File: src/rtl/vga_scanout.sv
// VGA timing generator with a one-pixel-latency registered output stage.
// Counters and output registers advance only on pixel-enable cycles.
module vga_scanout #(
    parameter int H_VISIBLE = 640,
    parameter int H_FRONT   = 16,
    parameter int H_SYNC    = 96,
    parameter int H_BACK    = 48,
    parameter int V_VISIBLE = 480,
    parameter int V_FRONT   = 10,
    parameter int V_SYNC    = 2,
    parameter int V_BACK    = 33
) (
    input  logic        i_clk,
    input  logic        i_rst,
    input  logic        i_pix_en,
    input  logic [23:0] i_rgb,
    output logic [9:0]  o_x,
    output logic [8:0]  o_y,
    output logic        o_visible,
    output logic        o_frame_start,
    output logic [7:0]  o_vga_r,
    output logic [7:0]  o_vga_g,
    output logic [7:0]  o_vga_b,
    output logic        o_vga_hs,
    output logic        o_vga_vs,
    output logic        o_vga_blank_n,
    output logic        o_vga_sync_n
);

    localparam int H_TOTAL = H_VISIBLE + H_FRONT + H_SYNC + H_BACK;
    localparam int V_TOTAL = V_VISIBLE + V_FRONT + V_SYNC + V_BACK;

    localparam logic [9:0] H_LAST   = 10'(H_TOTAL - 1);
    localparam logic [9:0] V_LAST   = 10'(V_TOTAL - 1);
    localparam logic [9:0] H_VIS    = 10'(H_VISIBLE);
    localparam logic [9:0] V_VIS    = 10'(V_VISIBLE);
    localparam logic [9:0] HS_BEG   = 10'(H_VISIBLE + H_FRONT);
    localparam logic [9:0] HS_END   = 10'(H_VISIBLE + H_FRONT + H_SYNC);
    localparam logic [9:0] VS_BEG   = 10'(V_VISIBLE + V_FRONT);
    localparam logic [9:0] VS_END   = 10'(V_VISIBLE + V_FRONT + V_SYNC);

    logic [9:0]  h_q, h_d;
    logic [9:0]  v_q, v_d;
    logic [23:0] rgb_q, rgb_d;
    logic        hs_q, hs_d;
    logic        vs_q, vs_d;
    logic        blank_n_q, blank_n_d;

    logic h_act, v_act, h_sync, v_sync;

    always_comb begin
        h_act  = (h_q < H_VIS);
        v_act  = (v_q < V_VIS);
        h_sync = (h_q >= HS_BEG) && (h_q < HS_END);
        v_sync = (v_q >= VS_BEG) && (v_q < VS_END);
    end

    always_comb begin
        h_d       = h_q;
        v_d       = v_q;
        rgb_d     = rgb_q;
        hs_d      = hs_q;
        vs_d      = vs_q;
        blank_n_d = blank_n_q;
        if (i_pix_en) begin
            if (h_q == H_LAST) begin
                h_d = '0;
                v_d = (v_q == V_LAST) ? '0 : v_q + 10'd1;
            end else begin
                h_d = h_q + 10'd1;
            end
            rgb_d     = (h_act && v_act) ? i_rgb : 24'h000000;
            hs_d      = ~h_sync;
            vs_d      = ~v_sync;
            blank_n_d = h_act && v_act;
        end
    end

    always_ff @(posedge i_clk or posedge i_rst) begin
        if (i_rst) begin
            h_q       <= '0;
            v_q       <= '0;
            rgb_q     <= '0;
            hs_q      <= 1'b1;
            vs_q      <= 1'b1;
            blank_n_q <= 1'b0;
        end else begin
            h_q       <= h_d;
            v_q       <= v_d;
            rgb_q     <= rgb_d;
            hs_q      <= hs_d;
            vs_q      <= vs_d;
            blank_n_q <= blank_n_d;
        end
    end

    assign o_visible     = h_act && v_act;
    assign o_x           = h_act ? h_q : '0;
    assign o_y           = v_act ? v_q[8:0] : '0;
    assign o_frame_start = (h_q == '0) && (v_q == '0) && i_pix_en;
    assign o_vga_r       = rgb_q[23:16];
    assign o_vga_g       = rgb_q[15:8];
    assign o_vga_b       = rgb_q[7:0];
    assign o_vga_hs      = hs_q;
    assign o_vga_vs      = vs_q;
    assign o_vga_blank_n = blank_n_q;
    assign o_vga_sync_n  = 1'b0;

endmodule

File: config.mk
export PLATFORM = sky130hd
export DESIGN_NAME = vga_scanout
export DESIGN_NICKNAME = d
export VERILOG_FILES = /design/src/rtl/vga_scanout.sv
export SDC_FILE = /design/constraint.sdc
export NUM_CORES = 1
export LEC_CHECK = 0
export CORE_MARGIN = 2
export CORE_UTILIZATION = 29
export CTS_CLUSTER_DIAMETER = 80
export DETAILED_ROUTE_END_ITERATION = 6
export SLEW_MARGIN = 20
export SYNTH_ARGS = -nofsm -noshare
export SYNTH_HDL_FRONTEND = slang
export SYNTH_SLANG_ARGS = --single-unit
File: constraint.sdc
create_clock -name i_clk -period 2.4 [get_ports i_clk]
set_input_delay 0.36 -clock i_clk [delete_from_list [all_inputs] [get_ports i_clk]]
set_output_delay 0.36 -clock i_clk [all_outputs]
set_load 0.05 [all_outputs]
==> key figures <==
Synthesis
  • Top-count cell post-synth: dfrtp_1
  • Post-synth top area cell: dfrtp_1
  • Top area cells in the synthesized netlist: dfrtp_1 (47%), o2bb2ai_1 (8.8%), nand2_1 (5.2%), and3_1 (3.7%), nand3_1 (2.9%)
  • Syn_nets: 274
  • Post-synth EDFFs: 0
  • Register area share after synthesis: 49.45%
  • Async SR Flop Fraction: 100.0%
  • Average size of a mapped cell: 9.809 µm²
  • Synth top cells by count: dfrtp_1 (45), nand2_1 (33), o2bb2ai_1 (24)
  • Cells after Synth: 243
  • Flops & latches, synth: 47
  • Ys flop type: dfrtp_1
  • Mapped Area: 0.002384 mm²
  • Netlist cell types: 42
  • Top-area cell type share of the netlist area: 47.24%
  • YS warnings: 0

Floorplanning
  • Core ar.: 0.008093 mm²
  • Die Ht: 94.66 µm
  • Ports: 76
  • Row count: 33
  • DIE WIDTH: 94.66 µm
  • Die area: 0.008961 mm²
  • Initial core utilization: 29.45%

STA
  • Final setup violating endpoints: 0
  • Fin. Hold Viols: 0
  • Worst-Margin Slew: 0.5821 ns
  • Max_slew headroom: 61.14%
  • Ratio of final minimum period to clock period: 93.27%
  • RSZ-0062 raised after global routing: no
  • Fmax: 0.4467 GHz
  • Min setup slack post-route: 0.1616 ns
  • Crit path time final: 2.238 ns
  • Slew Viols, Final: 0
  • Setup_tns: 0 ns
  • Clock Skews: 0.006949 ns

Cells and area
  • Share of layout cells above drive strength 1: 13.69%
  • Area growth from synthesis to final layout: 38.37%
  • Ant. Diodes: 0
  • Final Cell Area: 0.003298 mm²
  • Final net count: 344

Worst setup path
  • Reg-to-Reg End: v_q[9]$_DFFE_PP0P_
  • R2r worst-path depth: 5
  • Crit path DAT: 1.88 ns
  • Worst setup SP type: flip-flop
  • Delay-heaviest family, CP: buffers and inverters
  • CP max stage delay: 0.79 ns
  • CP Max Fanout: 8
  • CP Capture Type: output pin
  • CP Data Required Time: 2.04 ns
  • Slowest cell on the critical path: clkdlybuf4s50_1
  • Crit Path Class: flip-flop to output pin
  • Buf/Inv on CP: 1
  • Worst r2r src: h_q[0]$_DFFE_PP0P_
  • Reg2reg setup slack: 0.60 ns
  • Crit-path cells: nor2_1, and2_1, clkdlybuf4s50_1

Clock network
  • # clock sinks: 47
  • Insertion delay to the later sink of the worst-skew pair: 0.30 ns
  • Clk slew on worst S/H paths: 0.09 ns
  • Worst-case clock buffer depth: 2
  • H-Tree Depth: 2
  • Post-CTS Setup Bufs: 0
  • Post_cts resized: 0
  • CTS tree: yes
  • CTS buffer count: 5
  • Cts hold-fix bufs: 0
  • Root buffer cell: clkbuf_8

Place
  • Port Buffer Count: 74
  • Placed cell areas: 0.003213 mm²
  • HPWL after detailed placement: 4283 µm
  • Placer congestion estimate: 0.8919
  • Pre-CTS setup slack: 0.2712 ns

GRT
  • Initial antenna violation count: 0
  • Largest net degree at the start of global routing: 36
  • First-pass GRT wire length: 9749 µm
  • GRT Util Overall: 13.86%
  • Remaining global-route overflow: 0
  • Number of global-route vias before repair: 2053

Worst hold path
  • Path category of the worst min-delay check: input port to async pin

Routing
  • DRC: 0
  • Antenna Violating Nets Remaining: 0
  • First drt pass iteration count: 4
  • Vias per cell: 4.852
  • Vias: 2033
  • Routed WL per cell: 14.12 µm
  • Total wire length: 5917 µm
  • Initial DRC count: 81

Power
  • Pwr/cell area: 565.4 mW/mm²
  • Leak pwr: 1.482 nW
  • VDD IR max: 0.2388 mV

Run status
  • Status: finished, final reports clean

Run
  • Max cap viols: 0
power breakdown:
part | switching (mW) | internal, mW
clock network | 0.270 | 0.204
registers | 0.0902 | 0.834
logic | 0.291 | 0.176
total | 0.650 | 1.21
cells in the final DEF, fill, tap and decap left out, types with 2 or more instances in the layout:
cell             instances
o2bb2ai_1               24
nand2_1                 33
mux2i_1                  2
dfrtp_1                 45
nor3_1                   5
nand4_1                  6
and2_1                   8
nor2b_1                  2
clkbuf_8                 5
nor2_1                  13
dfstp_2                  2
a21oi_1                  3
inv_2                    2
and3_1                  14
o21ai_0                  5
nor4_1                   2
and4_1                   2
xnor2_1                  5
inv_1                    9
clkdlybuf4s50_1         56
ha_1                     4
xor2_1                   6
buf_12                   3
mux2_2                   2
buf_4                   23
nand3_1                 14
layout make-up:
cell class	instances	area [µm²]
multi-input cells	166	1069
repair buffers	82	793.3
clock buffers	6	72.57
flip-flops and latches	47	1179
well taps	105	131.4
fillers	804	4795
inverters	11	41.29
clock inverters	2	12.51
sequential cells by signal (all words and copies together), names as in the netlist:
name / flops
o_vga_hs: 1
v_q: 10
o_vga_blank_n: 1
rgb_q: 24
h_q: 10
o_vga_vs: 1
cells by family (layout without fill, tap and decap cells):
family | count (synthesis) | in the layout | synth area share, %
adders and majority gates | 4 | 4 | 2.100
and+or+nand+nor | 108 | 108 | 24.04
AOI/OAI and AO/OA | 38 | 38 | 12.49
DFF | 47 | 47 | 49.45
muxes | 4 | 4 | 1.785
xor gates and xnor gates | 11 | 11 | 4.042
other | 1 | 1 | 0.1573
buffers and inverters | 30 | 101 | 5.932
through the flow:
stage                     std cells  utilization (%)  total power [mW]  hold WS, ns
after detailed placement        411            39.70             1.410       0.4725
after CTS                       419            40.75             1.886       0.4585
after global routing            419            40.75             1.967       0.5115
after floorplan                 243                -             1.257       0.4758
final                           419            40.75             1.865       0.4373
after global placement          411            39.70             1.413       0.4700
layer usage:
layer	global-route usage, %	vias to the layer above	wire, µm
met5	0	-	0
met4	3.986	0	63
met3	3.432	7	269
met2	23.82	56	2909
met1	17.24	981	2675
li1	-	989	-
how the worst max path moves through the flow:
| stage | slack, ns | from | depth (start not counted) | to |
|---|---|---|---|---|
| after floorplan | 0.1 | v_q[0]$_DFFE_PP0P_ | 5 | o_frame_start |
| after global placement | 0.29 | i_pix_en | 6 | o_frame_start |
| after detailed placement | 0.27 | i_pix_en | 6 | o_frame_start |
| after CTS | 0.13 | h_q[7]$_DFFE_PP0P_ | 3 | o_x[9] |
| after global routing | 0.07 | h_q[7]$_DFFE_PP0P_ | 3 | o_x[9] |
| final | 0.16 | h_q[7]$_DFFE_PP0P_ | 3 | o_x[9] |
Note: power is estimated with default switching activity, not from simulation.
